<file path="src/rtl/mips_pkg.sv">
// Shared pipeline/memory-bus constants: arbiter state encodings and default widths.
package mips_pkg;

    localparam logic [1:0] ARB_IDLE = 2'd0;
    localparam logic [1:0] ARB_DACC = 2'd1;
    localparam logic [1:0] ARB_IACC = 2'd2;

    localparam int TIMEOUT_DEF = 15;
    localparam int DATA_W_DEF  = 32;
    localparam int ADDR_W_DEF  = 32;

    function automatic logic is_access(input logic [1:0] state);
        return (state == ARB_DACC) || (state == ARB_IACC);
    endfunction

endpackage

</file>
<file path="src/rtl/arb_timeout_cnt.sv">
// Per-access watchdog: counts cycles spent waiting for bus_ack; expired marks the
// final permitted cycle (count == TIMEOUT-1). Held in clear while no access is active.
module arb_timeout_cnt #(
    parameter int TIMEOUT = 15
) (
    input  logic clk,
    input  logic rst,
    input  logic clr,
    input  logic en,
    output logic expired
);

    localparam logic [7:0] LAST = 8'(TIMEOUT - 1);

    logic [7:0] r_cnt;

    always_ff @(posedge clk or posedge rst) begin
        if (rst) begin
            r_cnt <= '0;
        end else if (clr) begin
            r_cnt <= '0;
        end else if (en && (r_cnt != LAST)) begin
            r_cnt <= r_cnt + 8'd1;
        end
    end

    assign expired = (r_cnt == LAST);

endmodule

</file>
<file path="src/rtl/mem_bus_arbiter.sv">
// Arbitrates one variable-latency memory bus between fetch and M-stage; data first.
// Stalls the whole pipeline until this cycle's accesses are served or timed out.
module mem_bus_arbiter
    import mips_pkg::*;
#(
    parameter int DATA_W  = DATA_W_DEF,
    parameter int ADDR_W  = ADDR_W_DEF,
    parameter int TIMEOUT = TIMEOUT_DEF
) (
    input  logic              clk,
    input  logic              rst,
    input  logic              if_req,
    input  logic [ADDR_W-1:0] PCF,
    output logic [DATA_W-1:0] InstrF,
    input  logic              MemWriteM,
    input  logic              MemtoRegM,
    input  logic [ADDR_W-1:0] AluOutM,
    input  logic [DATA_W-1:0] WriteDataM,
    output logic [DATA_W-1:0] ReadDataM,
    output logic              StallPipe,
    output logic              bus_req,
    output logic              bus_we,
    output logic [ADDR_W-1:0] bus_addr,
    output logic [DATA_W-1:0] bus_wdata,
    input  logic [DATA_W-1:0] bus_rdata,
    input  logic              bus_ack,
    output logic              bus_err
);

    logic [1:0]        r_state;
    logic              r_d_done;
    logic              r_i_done;
    logic              r_we;
    logic [ADDR_W-1:0] r_addr;
    logic [DATA_W-1:0] r_wdata;
    logic [DATA_W-1:0] r_instr;
    logic [DATA_W-1:0] r_rdata;
    logic              r_err;

    logic w_busy;
    logic w_d_pend;
    logic w_i_pend;
    logic w_expired;

    assign w_busy    = is_access(r_state);
    assign w_d_pend  = (MemWriteM | MemtoRegM) & ~r_d_done;
    assign w_i_pend  = if_req & ~r_i_done;
    assign StallPipe = w_d_pend | w_i_pend | (r_state != ARB_IDLE);

    arb_timeout_cnt #(
        .TIMEOUT (TIMEOUT)
    ) u_tmo (
        .clk     (clk),
        .rst     (rst),
        .clr     (~w_busy),
        .en      (w_busy & ~bus_ack),
        .expired (w_expired)
    );

    always_ff @(posedge clk or posedge rst) begin
        if (rst) begin
            r_state  <= ARB_IDLE;
            r_d_done <= 1'b0;
            r_i_done <= 1'b0;
            r_we     <= 1'b0;
            r_addr   <= '0;
            r_wdata  <= '0;
            r_instr  <= '0;
            r_rdata  <= '0;
            r_err    <= 1'b0;
        end else begin
            // Done flags only set while stalled, so clearing on advance never collides.
            if (!StallPipe) begin
                r_d_done <= 1'b0;
                r_i_done <= 1'b0;
            end
            case (r_state)
                ARB_IDLE: begin
                    if (w_d_pend) begin
                        r_state <= ARB_DACC;
                        r_we    <= MemWriteM;
                        r_addr  <= AluOutM;
                        r_wdata <= WriteDataM;
                    end else if (w_i_pend) begin
                        r_state <= ARB_IACC;
                        r_we    <= 1'b0;
                        r_addr  <= PCF;
                        r_wdata <= '0;
                    end
                end
                ARB_DACC: begin
                    if (bus_ack) begin
                        r_state  <= ARB_IDLE;
                        r_d_done <= 1'b1;
                        if (!r_we) begin
                            r_rdata <= bus_rdata;
                        end
                    end else if (w_expired) begin
                        r_state  <= ARB_IDLE;
                        r_d_done <= 1'b1;
                        r_rdata  <= '0;
                        r_err    <= 1'b1;
                    end
                end
                ARB_IACC: begin
                    if (bus_ack) begin
                        r_state  <= ARB_IDLE;
                        r_i_done <= 1'b1;
                        r_instr  <= bus_rdata;
                    end else if (w_expired) begin
                        r_state  <= ARB_IDLE;
                        r_i_done <= 1'b1;
                        r_instr  <= '0;
                        r_err    <= 1'b1;
                    end
                end
                default: r_state <= ARB_IDLE;
            endcase
        end
    end

    assign bus_req   = w_busy;
    assign bus_we    = r_we;
    assign bus_addr  = r_addr;
    assign bus_wdata = r_wdata;
    assign InstrF    = r_instr;
    assign ReadDataM = r_rdata;
    assign bus_err   = r_err;

endmodule

</file>
<file path="config.mk">
export PLATFORM = sky130hd
export DESIGN_NAME = mem_bus_arbiter
export DESIGN_NICKNAME = d
export VERILOG_FILES = /design/src/rtl/mips_pkg.sv /design/src/rtl/arb_timeout_cnt.sv /design/src/rtl/mem_bus_arbiter.sv
export SDC_FILE = /design/constraint.sdc
export NUM_CORES = 1
export LEC_CHECK = 0
export CORE_MARGIN = 5
export CORE_UTILIZATION = 47
export CTS_CLUSTER_DIAMETER = 30
export DETAILED_ROUTE_END_ITERATION = 16
export PLACE_DENSITY_LB_ADDON = 0.08
export SLEW_MARGIN = 20
export SYNTH_ARGS = -nofsm -noshare
export SYNTH_HDL_FRONTEND = slang
export SYNTH_SLANG_ARGS = --single-unit
</file>
<file path="constraint.sdc">
create_clock -name clk -period 9.3 [get_ports clk]
set_input_delay 1.86 -clock clk [delete_from_list [all_inputs] [get_ports clk]]
set_output_delay 1.86 -clock clk [all_outputs]
set_load 0.03 [all_outputs]
</file>
==> results of run 1 <==
[area by class of cell]
type	instances	area [um2]	share of cell area, %
antenna	1	2.50	0.0251
clock buffer	20	467	4.68
clock inverter	12	141	1.42
inverter	6	27.5	0.276
multi-input combinational	355	2820	28.2
sequential	142	3550	35.6
tap	180	225	2.26
timing repair buffer	274	2740	27.5
[registers in the layout, summed over array words and instances (netlist names)]
signal / cells
ReadDataM: 32
bus_err: 1
r_i_done: 1
bus_we: 1
InstrF: 32
r_state: 2
bus_addr: 32
bus_wdata: 32
r_d_done: 1
u_tmo.r_cnt: 8
[synth_stat cells, types with 4 or more instances]
cell | n | share of area (%)
mux2i_1 | 4 | 0.60
ha_1 | 5 | 0.94
a221o_1 | 34 | 5.1
buf_4 | 4 | 0.45
o21ai_0 | 34 | 2.6
buf_2 | 5 | 0.38
mux2_1 | 9 | 1.5
clkbuf_1 | 14 | 0.79
a22o_1 | 34 | 4.5
inv_1 | 6 | 0.34
a21oi_1 | 34 | 2.6
dfrtp_1 | 142 | 54
nand2_1 | 43 | 2.4
nand2b_1 | 5 | 0.47
buf_6 | 8 | 1.4
mux2_2 | 18 | 3.1
nor2b_1 | 66 | 6.2
mux2_4 | 37 | 8.4
clkbuf_2 | 4 | 0.30
[kinds of logic after synthesis]
logic type	after synthesis
AND/OR/NAND/NOR	133
adder cells (fa/ha/maj)	5
AO/OA/AOI/OAI	149
flip-flops	142
buffers and inverters	45
multiplexers	68
[final timing paths]
kind | startpoint | to | cells past startpoint
worst max-delay path | MemWriteM | StallPipe | 4
worst min register to register | bus_err$_DFFE_PP0P_ | bus_err$_DFFE_PP0P_ | 1
min in group asynchronous | rst | bus_wdata[30]$_DFFE_PP0P_ | 2
worst min-delay path | bus_err$_DFFE_PP0P_ | bus_err$_DFFE_PP0P_ | 1
worst max register to register | u_tmo.r_cnt[0]$_DFFE_PP0P_ | ReadDataM[20]$_DFFE_PP0P_ | 5
max in group asynchronous | rst | bus_addr[3]$_DFFE_PP0P_ | 4
[metrics by stage]
step / power (mW) / utilization (%) / setup WS [ns] / instances / hold slack (ns)
final: 3.76 / 71.8 / 3.81 / 990 / 0.496
after global routing: 3.96 / 71.8 / 3.77 / 989 / 0.505
after CTS: 3.79 / 71.6 / 3.82 / 988 / 0.495
after detailed placement: 3.07 / 67.3 / 3.83 / 956 / 0.467
after global placement: 3.02 / 67.2 / 3.85 / 956 / 0.470
after floorplan: 2.33 / - / 3.63 / 542 / 0.474
[power by group]
part	internal (mW)	switching [mW]	total [mW]	leakage, nW
Combinational	0.925	1.08	2.01	2.32
Sequential	0.882	0.177	1.06	1.60
Clock	0.440	0.254	0.694	0.305
[per-layer routing]
| layer | global-route usage, % | vias up | routed length [um] |
|---|---|---|---|
| li1 | - | 2470 | - |
| met1 | 28.1 | 2662 | 7540 |
| met2 | 38.6 | 184 | 9980 |
| met3 | 6.77 | 32 | 1400 |
| met4 | 8.77 | 0 | 499 |
| met5 | 0 | - | 0 |
==> metrics.csv, run 1 <==
metric;value;unit
GRT Total Usage;23.0;%
Max VDD drop;0.403;mV
Die H;129;um
global-route wire length before repair;29900;um
initial drt markers;364;
Initial Util;47.8;%
wire length per cell;19.6;um
die width;129;um
proportion of synthesized area in mux cells;13.5;%
worst path cell trace;clkdlybuf4s50_1, o21ba_2, or3_1, clkdlybuf4s50_1;
Mapped Nets;681;
most frequent CP cell;clkdlybuf4s50_1;
Post-Syn Instances;542;
FMAX;0.182;GHz
# DRC;0;
top_reg_cell synth;dfrtp_1;
post-CTS setup buffers;0;
CTS Hold Bufs;0;
max_slew headroom;29.9;%
Synth Area in Simple Gates;11.2;%
RSZ-0062 raised after global routing;false;
Nets;935;
Final Hold Fails;0;
sequential fraction of the synthesis area;53.5;%
global route total overflow;0;
commonest cells after routing, fill and taps aside;clkdlybuf4s50_1, dfrtp_1, nor2b_1, nand2_1, mux2_4;
worst endpoint data arrival time;3.63;ns
Critical Path RT;7.44;ns
xor and xnor area share after synthesis;0;%
DP HPWL;13500;um
complex-gate fraction of the synthesized area;16.6;%
# setup viols final;0;
status;complete, no violations;
crit-path max FO;4;
Max-Cap Viols;0;
DR pass1 iterations;4;
Largest delay share family, worst path;buffers and inverters;
post-synthesis adder-cell area fraction;0.942;%
Reg2Reg Setup Slack;6.87;ns
final wirelength;19400;um
Synth warnings;0;
crit path time final;5.49;ns
Async S/R FF share, synth;100;%
Pwr Density;377;nW/um2
Vias/cell;5.40;
vias after detailed routing;5348;
clock skew;0.00778;ns
root buffer cell;clkbuf_16;
Hold Path Class;flop to flop;
post-route cell area;9970;um2
core box area;13900;um2
number of port buffers;265;
# IOs;266;
Slew Viols, Final;0;
Least-Margin Pin Slew;1.05;ns
FILL cells;982;
library cells used by synthesis;45;
clock sink count;142;
Layout Area Growth over Synthesis;50.2;%
die area;16600;um2
CP Launch Type;input pin;
largest net degree at the start of global routing;79;
mean area per synthesized cell;12.3;um2
EDFF count, synth;0;
TritonCTS clock tree;built;
largest family of logic cells by synthesized area;compound AO/OA/AOI/OAI gates;
routability cong.;0.787;
placed inst area;9340;um2
Worst-Skew Late Latency;0.42;ns
Clock Path Buffers;2;
Worst path max stage delay;0.61;ns
Antenna Nets Post-Route;0;
clock slew at reported path FFs;0.06;ns
#FFs+latches synth;142;
initial antenna violation count;0;
synthesized area;6640;um2
Sum Neg Setup Slack;0;ns
WP buf/inv;2;
row cnt;43;
Static Leak;4.22;nW
Resized cells post-CTS;0;
CP Capture Type;output pin;
WS Path Type;input pin to output pin;
layout cells sized above 1;12.9;%
CP max stage cell;clkdlybuf4s50_1;
CTS H-Tree Depth;4;
commonest non-fill, non-tap cell in the layout;clkdlybuf4s50_1;
Num CTS Buffers;17;
vias in the first global route;5649;
ratio of final minimum period to clock period;59.0;%
(Power assumes the default switching activity.)
==> run 2: changes to the inputs <==
- CORE_UTILIZATION: 47 -> 44
- clock period: 9.3 -> 5.1 ns (I/O delays scaled with it)
==> run 2 against run 1 <==
  * Via count is 0.34% lower
  * Largest cell class unchanged
  * Worst setup slack worse by 2.5 ns
  * Combinational power is 81% higher
  * Clock skew is 0.0027 ns lower
  * Cell count is 0.30% higher
  * Die area is 6.3% higher
  * Register-to-register slack worse by 4.2 ns
  * Critical path type unchanged
  * Utilization is 5.4 points lower
==> metrics.csv, run 2 (same netlist as run 1, synthesis figures left out) <==
metric;value;unit
worst endpoint data arrival time;2.78;ns
Crit Reg-Reg Startpoint;u_tmo.r_cnt[0]$_DFFE_PP0P_;
wire length per cell;19.3;um
FMAX;0.263;GHz
DR pass1 iterations;4;
vias after detailed routing;5330;
ratio of final minimum period to clock period;74.5;%
Clock Path Buffers;2;
crit path time final;3.80;ns
Die H;133;um
Max-Cap Viols;0;
RSZ-0062 raised after global routing;false;
WS Path Type;input pin to output pin;
row cnt;45;
DP HPWL;13600;um
Antenna Nets Post-Route;0;
largest net degree at the start of global routing;118;
CP Capture Type;output pin;
TritonCTS clock tree;built;
# DRC;0;
Static Leak;4.19;nW
Worst R2R End;ReadDataM[20]$_DFFE_PP0P_;
# IOs;266;
Resized cells post-CTS;0;
Pwr Density;690;nW/um2
die width;133;um
Initial Util;44.3;%
global route total overflow;0;
Least-Margin Pin Slew;1.11;ns
Antenna diodes;0;
Slew Viols, Final;0;
GRT Total Usage;21.4;%
Vias/cell;5.37;
Worst-Skew Late Latency;0.41;ns
final core utilization;66.4;%
hold path startpoint;bus_err$_DFFE_PP0P_;
FILL cells;1137;
root buffer cell;clkbuf_16;
Nets;931;
Reg2Reg Setup Slack;2.68;ns
Num CTS Buffers;17;
status;complete, no violations;
max_slew headroom;25.9;%
initial antenna violation count;0;
global-route wire length before repair;30200;um
commonest non-fill, non-tap cell in the layout;clkdlybuf4s50_1;
WHS Endpoint;bus_err$_DFFE_PP0P_;
number of port buffers;265;
CTS Hold Bufs;0;
layout cells sized above 1;12.4;%
initial drt markers;312;
WHS Path Cells;1;
Final Hold Fails;0;
Sum Neg Setup Slack;0;ns
core box area;15000;um2
r2r worst-path depth;5;
CP Launch Type;input pin;
clock slew at reported path FFs;0.06;ns
Layout Area Growth over Synthesis;49.8;%
clock sink count;142;
# setup viols final;0;
vias in the first global route;5479;
final wirelength;19200;um
commonest cells after routing, fill and taps aside;clkdlybuf4s50_1, dfrtp_1, nor2b_1, nand2_1, mux2_4;
die area;17700;um2
crit-path max FO;4;
post-CTS setup buffers;0;
Max VDD drop;0.543;mV
Hold Path Class;flop to flop;
clock skew;0.00513;ns
Critical Path RT;4.08;ns
CTS H-Tree Depth;4;
routability cong.;0.826;
-- run 2: power by group --
group / internal [mW] / total (mW) / switching [mW]
clock network: 0.827 / 1.29 / 0.465
logic: 1.68 / 3.64 / 1.96
registers: 1.61 / 1.93 / 0.318
-- run 2: critical path, cell delays in order --
cell	delay, ns
clkdlybuf4s50_1	0.48
o21ba_2	0.28
or3_1	0.38
clkdlybuf4s50_1	0.61
-- run 2: metal layers --
layer	vias to the layer above	track usage, %	share of wire [%]
li1	2464	-	-
met3	21	5.55	7.0
met2	206	35.4	51
met5	-	0	0
met4	0	6.35	1.6
met1	2639	27.8	41
-- run 2: how the worst max path moves through the flow --
stage               startpoint  cells after the start                     to  slack [ns]
detailed placement   MemWriteM                      4              StallPipe        1.32
floorplan                  rst                      1  InstrF[0]$_DFFE_PP0P_        0.27
global route         MemWriteM                      4              StallPipe        1.24
global placement     MemWriteM                      4              StallPipe        1.33
CTS                  MemWriteM                      4              StallPipe        1.30
finish               MemWriteM                      4              StallPipe        1.30
-- run 2: layout make-up --
class                   count  area, um2  area share (%)
clock inverters            12        168            1.69
flip-flops and latches    142       3550            35.7
clock buffers              20        447            4.49
multi-input cells         355       2830            28.4
inverters                   6       30.0           0.302
repair buffers            270       2690            27.0
well taps                 188        235            2.36
-- run 2: through the flow --
| step | area, um2 | setup slack [ns] | cells | hold slack [ns] | power [mW] |
|---|---|---|---|---|---|
| 5_1_grt | 9950 | 1.24 | 993 | 0.516 | 7.22 |
| 2_1_floorplan | 6640 | 0.270 | 542 | 0.474 | 4.25 |
| 6_report | 9950 | 1.30 | 993 | 0.498 | 6.86 |
| 3_3_place_gp | 9320 | 1.33 | 961 | 0.468 | 5.52 |
| 4_1_cts | 9950 | 1.30 | 993 | 0.502 | 6.92 |
| 3_5_place_dp | 9330 | 1.32 | 961 | 0.471 | 5.60 |
==> run 3: changes to the inputs <==
- CORE_UTILIZATION: 44 -> 40
- clock period: 5.1 -> 3.31 ns (I/O delays scaled with it)
==> run 3 against run 2 <==
  * Sequential share of layout area fell by 0.64 points
  * Cell count increased by 3.9%
  * Critical path type unchanged
  * Sequential cell count did not move
  * Global-route usage shrank 1.4 points
  * Worst setup slack got worse by 1.1 ns
==> metrics.csv, run 3 (same netlist as run 1, synthesis figures left out) <==
metric;value;unit
status;complete, no violations;
Pwr Density;1070;nW/um2
TritonCTS clock tree;built;
placed insts;1000;
CP Capture Type;output pin;
commonest cells after routing, fill and taps aside;clkdlybuf4s50_1, dfrtp_1, nor2b_1, nand2_1, mux2_4;
initial antenna violation count;0;
Critical Path RT;2.65;ns
clock sink count;142;
Seq pwr share;27.4;%
Resized cells post-CTS;0;
Hold Path Class;flop to flop;
final wirelength;19700;um
most frequent CP cell;clkdlybuf4s50_1;
WS Path Type;input pin to output pin;
global-route wire length before repair;31200;um
# DRC;0;
initial drt markers;235;
Num CTS Buffers;17;
Worst-Skew Late Latency;0.41;ns
Sw Ratio;39.4;%
number of port buffers;265;
core box area;16400;um2
Max-Cap Viols;0;
Clock power frac;20.3;%
FILL cells;1267;
commonest non-fill, non-tap cell in the layout;clkdlybuf4s50_1;
clock slew at reported path FFs;0.06;ns
CP Launch Type;input pin;
vias in the first global route;5595;
# setup viols final;0;
post-CTS setup buffers;0;
crit path time final;3.11;ns
CTS H-Tree Depth;4;
Largest delay share family, worst path;buffers and inverters;
row cnt;47;
Antenna Nets Post-Route;0;
die width;139;um
Final Hold Fails;0;
Int Pwr;6.55;mW
die area;19300;um2
Die H;139;um
Layout Area Growth over Synthesis;52.5;%
global route total overflow;0;
non-filler cells, final;1032;
Slew Viols, Final;0;
WP buf/inv;2;
ratio of final minimum period to clock period;93.9;%
worst path cell trace;clkdlybuf4s50_1, o21ba_2, or3_1, clkdlybuf4s50_1;
GRT Total Usage;20.1;%
Least-Margin Pin Slew;0.765;ns
Sum Neg Setup Slack;0;ns
vias after detailed routing;5273;
largest net degree at the start of global routing;143;
routability cong.;0.799;
Nets;938;
Static Leak;4.27;nW
CP max stage cell;clkdlybuf4s50_1;
Clock Path Buffers;2;
layout cells sized above 1;13.1;%
Max VDD drop;0.572;mV
root buffer cell;clkbuf_16;
Logic pwr share;52.3;%
Antenna diodes;0;
wire length per cell;19.1;um
NetSw;4.26;mW
Vias/cell;5.11;
CTS Hold Bufs;0;
worst endpoint data arrival time;2.45;ns
RSZ-0062 raised after global routing;false;
FMAX;0.322;GHz
# IOs;266;
crit-path max FO;4;
Worst path max stage delay;0.63;ns
DR pass1 iterations;4;
clock skew;0.0105;ns
DP HPWL;13600;um
max_slew headroom;49.0;%
Initial Util;40.5;%
-- run 3: cell count changes in the layout (fill, tap and decap cells not counted), sizes merged --
cell / change
buf: +7
inv: +1
clkinvlp: -2
bufinv: +2
clkbuf: -1
-- run 3: worst paths after layout --
| path | start | endpoint | slack, ns | cells past startpoint |
|---|---|---|---|---|
| min in group asynchronous | rst | bus_addr[29]$_DFFE_PP0P_ | 0.85 | 3 |
| hold / removal | bus_err$_DFFE_PP0P_ | bus_err$_DFFE_PP0P_ | 0.50 | 1 |
| setup reg to reg | u_tmo.r_cnt[0]$_DFFE_PP0P_ | ReadDataM[19]$_DFFE_PP0P_ | 1.30 | 5 |
| hold reg to reg | bus_err$_DFFE_PP0P_ | bus_err$_DFFE_PP0P_ | 0.50 | 1 |
| setup / recovery | MemWriteM | StallPipe | 0.20 | 4 |
| max in group asynchronous | rst | InstrF[31]$_DFFE_PP0P_ | 1.91 | 3 |
-- run 3: metrics by stage --
step	worst slack, ns	area [um2]	hold slack [ns]	utilization, %	total power [mW]
floorplan	0.871	6650	0.474	-	6.55
global placement	0.222	9450	0.469	57.6	8.55
detailed placement	0.204	9450	0.470	57.6	8.67
CTS	0.194	10100	0.502	61.7	10.9
global route	0.141	10100	0.516	61.7	11.4
finish	0.200	10100	0.496	61.7	10.8
-- run 3: layer usage --
metal / track usage, % / share of wire [%]
met5: 0 / 0
met4: 6.08 / 2.3
met3: 6.38 / 6.2
met2: 33.6 / 49
met1: 25.0 / 42
-- run 3: power groups by stage --
stage,clock (mW),sequential [mW],combinational [mW]
2_1_floorplan,0,4.28,2.26
3_3_place_gp,0,2.94,5.61
3_5_place_dp,0,2.97,5.70
4_1_cts,2.23,2.97,5.72
5_1_grt,2.31,3.07,6.00
6_report,2.20,2.96,5.65
-- run 3: worst reg2reg max path, stage by stage (launching register included) --
cell and delay (ns):
dfrtp_1 0.43, inv_1 0.10, ha_1 0.15, and4b_1 0.37, and3b_2 0.60, o21ai_0 0.21
-- run 3: area by class of cell --
cell class | count | area, um2 | area share, %
sequential | 142 | 3550 | 35.1
multi-input combinational | 355 | 2820 | 27.8
timing repair buffer | 277 | 2780 | 27.4
clock buffer | 19 | 443 | 4.37
tap | 220 | 275 | 2.72
clock inverter | 13 | 234 | 2.31
inverter | 6 | 26.3 | 0.259
